[src/rtl/mul_div_unit_pkg.sv]
`default_nettype none
// +----------------------------------------------------------------------------+
// | Module      : mul_div_unit_pkg                                             |
// | Description : Shared opcode / FSM encodings and opcode-decode helpers for  |
// |               the iterative RV32M multiply/divide unit.                    |
// | Revision    : 1.0  initial release                                         |
// +----------------------------------------------------------------------------+
package mul_div_unit_pkg;

   // Width of the iteration counter (enough for XLEN up to 64)
   localparam int CNT_W = 6;

   // funct3 encodings of the M extension
   localparam logic [2:0] MD_OP_MUL    = 3'd0;
   localparam logic [2:0] MD_OP_MULH   = 3'd1;
   localparam logic [2:0] MD_OP_MULHSU = 3'd2;
   localparam logic [2:0] MD_OP_MULHU  = 3'd3;
   localparam logic [2:0] MD_OP_DIV    = 3'd4;
   localparam logic [2:0] MD_OP_DIVU   = 3'd5;
   localparam logic [2:0] MD_OP_REM    = 3'd6;
   localparam logic [2:0] MD_OP_REMU   = 3'd7;

   // Sequencer states
   localparam logic [1:0] MD_ST_IDLE = 2'd0;
   localparam logic [1:0] MD_ST_CALC = 2'd1;
   localparam logic [1:0] MD_ST_FIX  = 2'd2;
   localparam logic [1:0] MD_ST_DONE = 2'd3;

   // Divide-class opcode (quotient or remainder)
   function automatic logic md_is_div(input logic [2:0] op);
      return op inside {MD_OP_DIV, MD_OP_DIVU, MD_OP_REM, MD_OP_REMU};
   endfunction

   // rs1 is interpreted as two's complement
   function automatic logic md_rs1_signed(input logic [2:0] op);
      return op inside {MD_OP_MUL, MD_OP_MULH, MD_OP_MULHSU, MD_OP_DIV, MD_OP_REM};
   endfunction

   // rs2 is interpreted as two's complement
   function automatic logic md_rs2_signed(input logic [2:0] op);
      return op inside {MD_OP_MUL, MD_OP_MULH, MD_OP_DIV, MD_OP_REM};
   endfunction

   // Multiply variants that return the upper half of the product
   function automatic logic md_returns_high(input logic [2:0] op);
      return op inside {MD_OP_MULH, MD_OP_MULHSU, MD_OP_MULHU};
   endfunction

endpackage
`default_nettype wire

[src/rtl/mul_div_unit_div_step.sv]
`default_nettype none
// +----------------------------------------------------------------------------+
// | Module      : mul_div_unit_div_step                                        |
// | Description : One combinational restoring-divide iteration. Takes the      |
// |               shifted partial remainder (XLEN+1 bits) and the divisor      |
// |               magnitude; returns the next remainder and the quotient bit.  |
// |               Only instantiated when MULDIV_DIV_EN is defined.             |
// | Revision    : 1.0  initial release                                         |
// +----------------------------------------------------------------------------+
module mul_div_unit_div_step #(
   parameter int XLEN = 32
) (
   input  logic [XLEN:0]   i_rem,
   input  logic [XLEN-1:0] i_dvs,
   output logic [XLEN-1:0] o_rem,
   output logic            o_qbit
);

   logic            w_ge;
   logic [XLEN-1:0] w_diff;

   // A set top bit means the shifted remainder already exceeds any divisor.
   // The subtraction result always fits XLEN bits when it is kept.
   assign w_ge   = i_rem[XLEN] | (i_rem[XLEN-1:0] >= i_dvs);
   assign w_diff = i_rem[XLEN-1:0] - i_dvs;
   assign o_qbit = w_ge;
   assign o_rem  = w_ge ? w_diff : i_rem[XLEN-1:0];

endmodule
`default_nettype wire

[src/rtl/mul_div_unit.sv]
`default_nettype none
// +----------------------------------------------------------------------------+
// | Module      : mul_div_unit                                                 |
// | Description : Iterative RV32M multiply/divide unit for the EX stage.       |
// |               Shift-add multiply and restoring divide, one bit per cycle,  |
// |               on operand magnitudes with a final sign-fix cycle.           |
// |               Optional macro MULDIV_DIV_EN compiles in the divider;        |
// |               without it divide ops complete in one cycle with result 0.   |
// | Revision    : 1.0  initial release                                         |
// +----------------------------------------------------------------------------+
module mul_div_unit
   import mul_div_unit_pkg::*;
#(
   parameter int XLEN = 32
) (
   input  logic            clk_i,
   input  logic            rst_n_i,
   input  logic            Start_i,
   input  logic            Flush_i,
   input  logic [2:0]      Op_i,
   input  logic [XLEN-1:0] Op1_i,
   input  logic [XLEN-1:0] Op2_i,
   output logic            Busy_o,
   output logic            Done_o,
   output logic [XLEN-1:0] Res_o
);

   localparam logic [CNT_W-1:0] CNT_INIT = CNT_W'(XLEN - 1);
   localparam logic [XLEN-1:0]  INT_MIN  = {1'b1, {(XLEN-1){1'b0}}};

   logic [1:0]        r_state;
   logic [CNT_W-1:0]  r_cnt;
   logic [2:0]        r_op;
   logic [2*XLEN-1:0] r_acc;     // mul: {hi, lo} product; div: {remainder, quotient}
   logic [XLEN-1:0]   r_opb;     // mul: multiplicand magnitude; div: divisor magnitude
   logic              r_neg_q;   // negate product / quotient in FIX
   logic [XLEN-1:0]   r_res;

   logic              w_s1;
   logic              w_s2;
   logic [XLEN-1:0]   w_mag1;
   logic [XLEN-1:0]   w_mag2;
   logic              w_direct;
   logic [XLEN-1:0]   w_direct_res;
   logic [XLEN:0]     w_mul_sum;
   logic [2*XLEN-1:0] w_acc_step;
   logic [2*XLEN-1:0] w_prod_fix;
   logic [XLEN-1:0]   w_fix_res;

`ifdef MULDIV_DIV_EN
   logic              r_neg_r;   // negate remainder in FIX (follows dividend sign)
   logic [XLEN-1:0]   w_rem_next;
   logic              w_qbit;
   logic [XLEN-1:0]   w_quot;
   logic [XLEN-1:0]   w_rem;

   mul_div_unit_div_step #(
      .XLEN   (XLEN)
   ) u_div_step (
      .i_rem  ({r_acc[2*XLEN-1:XLEN], r_acc[XLEN-1]}),
      .i_dvs  (r_opb),
      .o_rem  (w_rem_next),
      .o_qbit (w_qbit)
   );

   assign w_quot = r_neg_q ? -r_acc[XLEN-1:0]      : r_acc[XLEN-1:0];
   assign w_rem  = r_neg_r ? -r_acc[2*XLEN-1:XLEN] : r_acc[2*XLEN-1:XLEN];
`endif

   // Operand signs and magnitudes as seen at accept time
   assign w_s1   = md_rs1_signed(Op_i) & Op1_i[XLEN-1];
   assign w_s2   = md_rs2_signed(Op_i) & Op2_i[XLEN-1];
   assign w_mag1 = w_s1 ? -Op1_i : Op1_i;
   assign w_mag2 = w_s2 ? -Op2_i : Op2_i;

   // Ops that bypass the iteration and finish one cycle after accept
   always_comb begin
      w_direct     = 1'b0;
      w_direct_res = '0;
`ifdef MULDIV_DIV_EN
      if (md_is_div(Op_i)) begin
         if (Op2_i == '0) begin
            w_direct     = 1'b1;
            w_direct_res = Op_i[1] ? Op1_i : '1;
         end else if (md_rs1_signed(Op_i) && (Op1_i == INT_MIN) && (Op2_i == '1)) begin
            w_direct     = 1'b1;
            w_direct_res = Op_i[1] ? '0 : INT_MIN;
         end
      end
`else
      if (md_is_div(Op_i)) begin
         w_direct = 1'b1;
      end
`endif
   end

   // One iteration: shift-add multiply, or restoring divide step
   always_comb begin
      w_mul_sum  = {1'b0, r_acc[2*XLEN-1:XLEN]} + (r_acc[0] ? {1'b0, r_opb} : '0);
      w_acc_step = {w_mul_sum, r_acc[XLEN-1:1]};
`ifdef MULDIV_DIV_EN
      if (md_is_div(r_op)) begin
         w_acc_step = {w_rem_next, r_acc[XLEN-2:0], w_qbit};
      end
`endif
   end

   // Sign correction and result selection used in the FIX cycle
   always_comb begin
      w_prod_fix = r_neg_q ? -r_acc : r_acc;
      w_fix_res  = md_returns_high(r_op) ? w_prod_fix[2*XLEN-1:XLEN] : w_prod_fix[XLEN-1:0];
`ifdef MULDIV_DIV_EN
      if (md_is_div(r_op)) begin
         w_fix_res = r_op[1] ? w_rem : w_quot;
      end
`endif
   end

   // Sequencer and datapath registers
   always_ff @(posedge clk_i or negedge rst_n_i) begin
      if (!rst_n_i) begin
         r_state <= MD_ST_IDLE;
         r_cnt   <= '0;
         r_op    <= '0;
         r_acc   <= '0;
         r_opb   <= '0;
         r_neg_q <= 1'b0;
         r_res   <= '0;
`ifdef MULDIV_DIV_EN
         r_neg_r <= 1'b0;
`endif
      end else begin
         case (r_state)
            MD_ST_IDLE: begin
               if (Start_i && !Flush_i) begin
                  r_op    <= Op_i;
                  r_neg_q <= w_s1 ^ w_s2;
`ifdef MULDIV_DIV_EN
                  r_neg_r <= w_s1;
`endif
                  if (w_direct) begin
                     r_res   <= w_direct_res;
                     r_state <= MD_ST_DONE;
                  end else begin
                     r_cnt   <= CNT_INIT;
                     r_state <= MD_ST_CALC;
                     if (md_is_div(Op_i)) begin
                        r_acc <= {{XLEN{1'b0}}, w_mag1};
                        r_opb <= w_mag2;
                     end else begin
                        r_acc <= {{XLEN{1'b0}}, w_mag2};
                        r_opb <= w_mag1;
                     end
                  end
               end
            end
            MD_ST_CALC: begin
               if (Flush_i) begin
                  r_state <= MD_ST_IDLE;
               end else begin
                  r_acc <= w_acc_step;
                  if (r_cnt == '0) begin
                     r_state <= MD_ST_FIX;
                  end else begin
                     r_cnt <= r_cnt - CNT_W'(1);
                  end
               end
            end
            MD_ST_FIX: begin
               if (Flush_i) begin
                  r_state <= MD_ST_IDLE;
               end else begin
                  r_res   <= w_fix_res;
                  r_state <= MD_ST_DONE;
               end
            end
            default: begin
               r_state <= MD_ST_IDLE;
            end
         endcase
      end
   end

   assign Busy_o = (r_state != MD_ST_IDLE);
   assign Done_o = (r_state == MD_ST_DONE);
   assign Res_o  = r_res;

endmodule
`default_nettype wire

[config.mk]
export PLATFORM = sky130hd
export DESIGN_NAME = mul_div_unit
export DESIGN_NICKNAME = d
export VERILOG_FILES = /design/src/rtl/mul_div_unit_pkg.sv /design/src/rtl/mul_div_unit_div_step.sv /design/src/rtl/mul_div_unit.sv
export SDC_FILE = /design/constraint.sdc
export NUM_CORES = 1
export LEC_CHECK = 0
export BUFFER_PORTS_ARGS = -buffer_cell sky130_fd_sc_hd__buf_4
export CORE_MARGIN = 3
export CORE_UTILIZATION = 60
export DETAILED_ROUTE_END_ITERATION = 10
export PLACE_DENSITY = 0.86
export SLEW_MARGIN = 20
export SYNTH_ARGS = -nofsm -noshare
export SYNTH_HDL_FRONTEND = slang
export SYNTH_SLANG_ARGS = --single-unit
export TNS_END_PERCENT = 20
[constraint.sdc]
create_clock -name clk_i -period 9.2 [get_ports clk_i]
set_input_delay 1.38 -clock clk_i [delete_from_list [all_inputs] [get_ports clk_i]]
set_output_delay 1.38 -clock clk_i [all_outputs]
set_load 0.05 [all_outputs]
Yosys cells after proc, flatten, opt, wreduce, memory -nomap -nowiden
Cells that the tools add are included.
{"block": "word_totals", "register_bits": 140, "inputBits": 71, "out_inout_bits": 34}
{"block": "op_classes", "eq_ne": 19, "muxes": 27, "n_bitwise": 4, "n_addsub": 5, "reduce_logical": 18}
{"operator": "32-bit two-way mux", "count": 9}
{"operator": "64-bit two-way mux", "count": 4}
{"operator": "64-bit case mux with 2 select lines", "count": 1}
{"operator": "32-bit negator", "count": 2}
{"operator": "64-bit negator", "count": 1}
{"operator": "32-bit case mux with 2 select lines", "count": 1}
{"operator": "32-bit by 32-bit adder with 33-bit output", "count": 1}
{"operator": "6-bit two-way mux", "count": 4}
{"operator": "3-bit equality test (second input constant)", "count": 4}
{"operator": "2-bit inequality test (second input constant)", "count": 6}
{"operator": "6-bit case mux with 2 select lines", "count": 1}
{"operator": "2-bit two-way mux", "count": 5}
{"operator": "3-bit by 2-bit equality test with 1-bit output (second input constant)", "count": 3}
{"operator": "4-bit AND reduction", "count": 2}
{"operator": "4-bit nonzero test", "count": 2}
{"operator": "3-bit by 1-bit equality test with 1-bit output (second input constant)", "count": 2}
{"operator": "6-bit zero test", "count": 1}
{"operator": "2-bit case mux with 3 select lines", "count": 1}
{"operator": "2-bit nonzero test", "count": 3}
{"operator": "6-bit by 1-bit subtractor with 6-bit output (second input constant)", "count": 1}
{"operator": "5-bit AND reduction", "count": 1}
{"operator": "5-bit nonzero test", "count": 1}
{"operator": "2-bit equality test (second input constant)", "count": 2}
{"operator": "2-bit AND reduction", "count": 2}
{"operator": "other kinds (12)", "count": 13}

Depth between registers and ports, before layout
Gate-level depths: netlist of the first run.
{"block": "logic_depth", "word_depth": 8, "depth_mapped": 12, "depth_no_buf": 11}

Least setup slack after synthesis of the first run
Ideal clock, no wire load.
{"block": "synth_timing", "path_type": "input to register", "from": "input port Op2_i[19]", "to": "register r_acc[28]", "setup_time_ns": 0.134, "setup_slack_ns": 5.824, "arrival_time_ns": 3.241, "cell_stages": 7, "path_cell_list": "or4_1 nor4b_2 nand2_1 or3_1 o31ai_1 xor2_1 o22ai_1"}
{"block": "synth_via", "elab_chain_cells": 6}
{"item": "from (decl)", "line": "mul_div_unit.sv:22", "rtl": "input logic [XLEN-1:0] Op2_i,"}
{"item": "32-bit negator", "line": "mul_div_unit.sv:74", "rtl": "assign w_mag2 = w_s2 ? -Op2_i : Op2_i;"}
{"item": "32-bit two-way mux", "line": "mul_div_unit.sv:74"}
{"item": "32-bit two-way mux", "line": "mul_div_unit.sv:147", "rtl": "if (md_is_div(Op_i)) begin"}
{"item": "64-bit two-way mux", "line": "mul_div_unit.sv:141", "rtl": "if (w_direct) begin"}
{"item": "64-bit two-way mux", "line": "mul_div_unit.sv:135", "rtl": "if (Start_i && !Flush_i) begin"}
{"item": "64-bit case mux with 2 select lines", "line": "mul_div_unit.sv:133", "rtl": "case (r_state)"}
{"item": "to (signal assigned)", "line": "mul_div_unit.sv:148", "rtl": "r_acc <= {{XLEN{1'b0}}, w_mag1};"}
{"item": "to (signal assigned)", "line": "mul_div_unit.sv:151", "rtl": "r_acc <= {{XLEN{1'b0}}, w_mag2};"}
{"item": "to (signal assigned)", "line": "mul_div_unit.sv:161", "rtl": "r_acc <= w_acc_step;"}
{"item": "to (decl)", "line": "mul_div_unit.sv:34", "rtl": "logic [2*XLEN-1:0] r_acc;"}
No other way between the ends. The select of a mux whose other input is x is not followed.
A chain may end at the register's enable or synchronous reset.

Final worst setup path of the first run
{"block": "layout_timing", "from": "register r_acc[0]", "to": "register r_acc[63]"}
{"block": "layout_via", "elab_chain_cells": 4}
{"item": "32-bit two-way mux", "line": "mul_div_unit.sv:99", "rtl": "w_mul_sum = {1'b0, r_acc[2*XLEN-1:XLEN]} + (r_acc[0] ? {1'b0, r_opb} : '0);"}
{"item": "32-bit by 32-bit adder with 33-bit output", "line": "mul_div_unit.sv:99"}
{"item": "64-bit two-way mux", "line": "mul_div_unit.sv:158", "rtl": "if (Flush_i) begin"}
{"item": "64-bit case mux with 2 select lines", "line": "mul_div_unit.sv:133"}
No other way between the ends. The select of a mux whose other input is x is not followed.

==> results of run 1 <==
[cell usage in the layout, fill, tap and decap left out, types with 31 or more instances in the layout]
cell type  synthesis  final
and2_1            37     37
nor3_1            35     34
dfrtp_1          140    139
xnor2_1           68     68
nor2_1           119    117
xor2_1            60     60
nand3_1           31     31
o21ai_0           95     95
nand2_1          156    155
buf_4              0    111
a21oi_1           73     73
ha_1              37     37
[kinds of logic after synthesis]
family	synth area share
DFF	0.3259
and+or+nand+nor	0.2196
xor gates and xnor gates	0.1043
adders and majority gates	0.04493
muxes	0.01257
buffers and inverters	0.03596
AOI/OAI and AO/OA	0.2568
[final timing paths]
path                                 startpoint                    end  slack [ps]  cells after the start
min                        r_opb[5]$_DFFE_PN0P_   r_opb[5]$_DFFE_PN0P_         470                      2
max in group asynchronous               rst_n_i    r_neg_q$_DFFE_PN0P_        6870                      2
max                        r_acc[0]$_DFFE_PN0P_  r_acc[63]$_DFFE_PN0P_        5290                     11
min in group asynchronous               rst_n_i  r_acc[53]$_DFFE_PN0P_        1000                      1
min reg2reg                r_opb[5]$_DFFE_PN0P_   r_opb[5]$_DFFE_PN0P_         470                      2
max reg2reg                r_acc[0]$_DFFE_PN0P_  r_acc[63]$_DFFE_PN0P_        5290                     11
[cell type report]
type,instances,area [um2],share of cell area
Antenna cell,1,2.502,0.0002038
Inverter,30,112.6,0.009172
Sequential cell,140,3505,0.2855
Tap cell,225,281.5,0.02293
Multi-Input combinational cell,1082,6882,0.5605
Clock buffer,20,466.7,0.03801
Timing Repair Buffer,112,844.6,0.06879
Clock inverter,12,182.7,0.01488
[power by group through the flow]
stage               Combinational [uW]  Sequential, uW  Clock [uW]
floorplan                         1110            1250           0
global placement                  1680            1190           0
detailed placement                1710            1210           0
CTS                               1720            1200         767
global route                      1910            1240         795
finish                            1760            1220         765
[routing by layer]
metal  share of wire  global-route usage  wire [um]  vias up
li1                -                   -          -     4976
met2            0.44              0.4897      14350      613
met5               0                   0          0        -
met3            0.10             0.06598       3287       93
met1            0.42              0.4824      13990     5073
met4           0.039              0.1285       1300        0
[worst max-delay path, stage by stage, from the launching register on]
cell	delay, ps
dfrtp_1	830
and2_1	230
ha_1	170
inv_1	60
fa_1	380
nor2b_1	200
o2111ai_1	190
a2111oi_2	530
nor3_1	190
o41ai_1	680
a21boi_0	210
o21ai_1	160
[sequential cells by signal (all words and copies together) (netlist names)]
signal and cells:
r_neg_q 1, r_cnt 6, Res_o 32, r_opb 32, r_op 3, r_state 2, r_acc 64
[Yosys cell counts (5+ instances only)]
library cell | instances | area, um2
nand2_1 | 156 | 585.6
dfrtp_1 | 140 | 3503
nor2_1 | 119 | 446.7
o21ai_0 | 95 | 475.5
a21oi_1 | 73 | 365.4
clkbuf_1 | 70 | 262.8
xnor2_1 | 68 | 595.6
xor2_1 | 60 | 525.5
and2_1 | 37 | 231.5
ha_1 | 37 | 462.9
nor3_1 | 35 | 175.2
nand3_1 | 31 | 155.2
a31oi_1 | 30 | 187.7
inv_1 | 29 | 108.9
o21ai_1 | 26 | 130.1
a21o_1 | 25 | 187.7
o211ai_1 | 25 | 187.7
o31ai_1 | 23 | 172.7
or3_1 | 18 | 112.6
o22ai_1 | 15 | 93.84
nand4_1 | 12 | 75.07
nor4_1 | 12 | 75.07
o41ai_1 | 12 | 105.1
or4_1 | 12 | 90.09
a22oi_1 | 11 | 82.58
a221o_1 | 9 | 90.09
a32o_1 | 9 | 90.09
mux2i_1 | 9 | 90.09
nand2b_1 | 9 | 56.30
a221oi_1 | 8 | 70.07
and3_1 | 8 | 50.05
or2_2 | 8 | 50.05
a211oi_1 | 6 | 45.04
nor2b_1 | 6 | 37.54
o21a_1 | 5 | 37.54
[metrics by stage]
step                cells  power, uW    util
floorplan            1325       2356       -
detailed placement   1589       2912  0.6670
finish               1622       3740  0.7049
global placement     1589       2869  0.6670
global route         1621       3947  0.7047
CTS                  1621       3689  0.7043
==> flow_summary.toml, run 1 <==
[final_layout]
drive_above_1_share = 0.1311
areaGrowthSynthToFinish_pct = 14.20
postLayoutCellArea_um2 = 12280
nNetsFinal = 1492
num-fill-cells = 1390

[timing]
tightest_slew_ps = 1125
relSlewSlack = 0.2494
min_period_over_period = 0.4250
period_needed_ps = 3910
worst_slack_ps = 5290
max_freq_mhz = 255.7
hold_viol = 0
clock_skew_ps = 7.427
slew_violations = 0
hold_slack_ps = 473.3
finalSetupTns_ps = 0
setup_violations = 0
rsz0062_at_grt = "false"

[power]
pwr-share-comb = 0.469
seqPwrFrac = 0.326
peakVddDrop_mv = 0.2014
swShare = 0.4716
power_switching_uw = 1764
p_clk_frac = 0.205
power.leakage_uw = 0.005339
p_int_uw = 1976
powerDensity_nw_per_um2 = 304.7

[clock_tree]
clk_pin_slew_ps = 60
cts_hold_buf = 0
htree_levels = 4
tritoncts = "built"
cts_made_buffers = 17
cts_sinks = 140
clockBufferDepth = 2
post_cts_buffers = 0
ctsResizeCount = 0
cts_root_buffer = "clkbuf_16"
insertion_delay_ps = 430

[synth]
ys_seq_elements = 140
syn_avg_cell_area_um2 = 8.113
yosysSeqAreaShare = 0.3259
synth_edf_count = 0
ys_warn_count = 0
synth_cell_types = 78
syn_inst = 1325
syn_area_um2 = 10750
synth_nets = 1434
synth_flop_cell = "dfrtp_1"
async_reset_ff_frac = 1.000

[floorplan]
start_util = 0.6172
die_h_um = 139.9
chipWidth_um = 139.9
design.die.area_um2 = 19560
core_um2 = 17420
ios = 105
num_rows = 48

[drt]
drtPass1Iterations = 6
ant_nets = 0
wl_um = 32920
first_iter_violations = 1303
drc_errors = 0
wl_per_cell_um = 20.30
vias = 10760
viasPerCell = 6.631

[outcome]
status = "complete, no violations"

[grt]
antenna_found_initial = 0
first_global_vias = 9746
grt_max_degree = 83
grt.total_usage = 0.3320
grt_first_pass_wirelength_um = 52300
overflow = 0

[worst_setup_path]
cp.arrival_ps = 4270
crit_fanout = 35
start_kind = "flop"
endpoint_kind = "flop"
worst_ep_required_time_ps = 9560
crit_type = "flop to flop"

[placed_design]
gp_congestion = 1.020
pre_cts_ws_ps = 5349
dp_hpwl_um = 24220
postPlaceCellArea_um2 = 11620
port_buffers = 104

[hold_path]
hold_class = "flop to flop"

[job]
max-cap-violations = 0
Power figures use the tool's default switching activity.
==> run 2: changes to the inputs <==
- clock period: 9.2 -> 3.64 ns (I/O delays scaled with it)
==> run 2 against run 1 <==
Effect of this change: final area up 1.0%; sequential power up 150%; first-iteration DRC count up 2.1%; global-route usage up 1.1 points; register-to-register slack worse by 5100 ps; clock skew up 1.8 ps; hold slack worse by 370 ps; die area unchanged; critical endpoint is now r_acc[59]$_DFFE_PN0P_; largest cell class unchanged; largest power group unchanged.
==> flow_summary.toml, run 2 (synthesis gave the netlist of run 1 again) <==
[timing]
max_freq_mhz = 291.0
hold_viol = 0
tightest_slew_ps = 1144
min_period_over_period = 0.9441
setup_violations = 0
rsz0062_at_grt = "false"
clock_skew_ps = 9.258
relSlewSlack = 0.2371
finalSetupTns_ps = 0
slew_violations = 0
period_needed_ps = 3437

[final_layout]
final_cell_mix = "nand2_1, dfrtp_1, buf_4, nor2_1, o21ai_0"
finish.utilization = 0.7119
top_register = "r_acc"
layout_commonest_cell = "nand2_1"
drive_above_1_share = 0.1383
diodes = 0
areaGrowthSynthToFinish_pct = 15.34
num-fill-cells = 1397
nNetsFinal = 1506
largest_reg_flops = 64

[clock_tree]
cts_sinks = 140
htree_levels = 4
insertion_delay_ps = 430
tritoncts = "built"
clockBufferDepth = 2
post_cts_buffers = 0
clk_pin_slew_ps = 70
cts_root_buffer = "clkbuf_16"
cts_made_buffers = 17

[drt]
wl_per_cell_um = 20.77
drtPass1Iterations = 6
ant_nets = 0
vias = 10930
drc_errors = 0
first_iter_violations = 1331
viasPerCell = 6.686
wl_um = 33960

[worst_setup_path]
cp.arrival_ps = 3800
start_kind = "flop"
worst_ep_required_time_ps = 4000
crit_type = "flop to flop"
endpoint_kind = "flop"
crit_fanout = 34

[grt]
antenna_found_initial = 0
overflow = 0
grt.total_usage = 0.3426
grt_max_degree = 71
grt_first_pass_wirelength_um = 53620
first_global_vias = 9951

[placed_design]
gp_congestion = 1.022
port_buffers = 104
dp_hpwl_um = 25160

[power]
power.leakage_uw = 0.005423
powerDensity_nw_per_um2 = 775.6
peakVddDrop_mv = 0.4831

[floorplan]
core_um2 = 17420
chipWidth_um = 139.9
die_h_um = 139.9
start_util = 0.6172
design.die.area_um2 = 19560
ios = 105
num_rows = 48

[outcome]
status = "complete, no violations"

[hold_path]
hold_class = "input pin to async pin"

[job]
max-cap-violations = 0
[run 2: cell types whose count changed in the layout (fill, tap and decap cells not counted), moves of 2 or more]
cell | before | now
buf_4 | 111 | 124
clkbuf_8 | 3 | 0
nor2_1 | 117 | 119
nor2_2 | 4 | 2
[run 2: worst max-delay path, stage by stage, from the launching register on]
cell,delay (ps)
dfrtp_1,340
buf_4,260
nand2_1,140
fa_1,430
nor2b_1,210
o2111ai_1,200
a2111oi_2,540
nor3_1,180
o41a_1,480
or4_1,490
nand3_1,100
[run 2: per-layer routing]
metal / global-route usage / wire length [um] / part of all wire / vias to the layer above
li1: - / - / - / 5014
met1: 0.4914 / 14410 / 0.42 / 5181
met2: 0.5204 / 15250 / 0.45 / 646
met3: 0.06598 / 3138 / 0.092 / 91
met4: 0.1209 / 1157 / 0.034 / 0
met5: 0 / 0 / 0 / -
[run 2: where the power goes]
group / internal, uW / total (uW) / leakage, uW / switching (uW)
logic: 1670 / 4630 / 0.00335 / 2960
registers: 2150 / 3000 / 0.00176 / 848
clock network: 1230 / 1980 / 0.000317 / 750
[run 2: worst paths after layout]
check                                      from                      to  slack [ps]  cells past startpoint
max                        r_acc[0]$_DFFE_PN0P_   r_acc[59]$_DFFE_PN0P_         200                     10
min                                     rst_n_i   r_acc[53]$_DFFE_PN0P_         110                      1
max reg2reg                r_acc[0]$_DFFE_PN0P_   r_acc[59]$_DFFE_PN0P_         200                     10
min reg2reg                r_opb[0]$_DFFE_PN0P_    r_opb[0]$_DFFE_PN0P_         480                      2
max in group asynchronous               rst_n_i   Res_o[26]$_DFFE_PN0P_        2710                      2
min in group clk_i                      Flush_i  r_state[1]$_DFFE_PN0P_         370                      2
[run 2: repair_timing]
| action | CTS | global route |
|---|---|---|
| gates resized for setup | 0 | 1 |
| hold buffers | 0 | 0 |
| setup endpoints to repair | 0 | 1 |
[run 2: stage by stage]
stage | cells | hold WS, ps | worst slack [ps] | area, um2 | power (uW)
CTS | 1635 | 143.9 | 195.4 | 12390 | 9475
global route | 1635 | 160.1 | 28.11 | 12400 | 10140
global placement | 1603 | 449.6 | 396.3 | 11730 | 7339
detailed placement | 1603 | 463.5 | 300.0 | 11730 | 7461
floorplan | 1325 | 250.4 | 364.6 | 10750 | 5954
finish | 1635 | 106.9 | 203.3 | 12400 | 9617
[run 2: cell type report]
type | count | area, um2 | share of cell area
clock buffers | 17 | 425.4 | 0.03431
repair buffers | 126 | 962.2 | 0.07760
flip-flops and latches | 140 | 3505 | 0.2826
well taps | 225 | 281.5 | 0.02270
multi-input cells | 1082 | 6879 | 0.5548
clock inverters | 15 | 234.0 | 0.01887
inverters | 30 | 112.6 | 0.009082
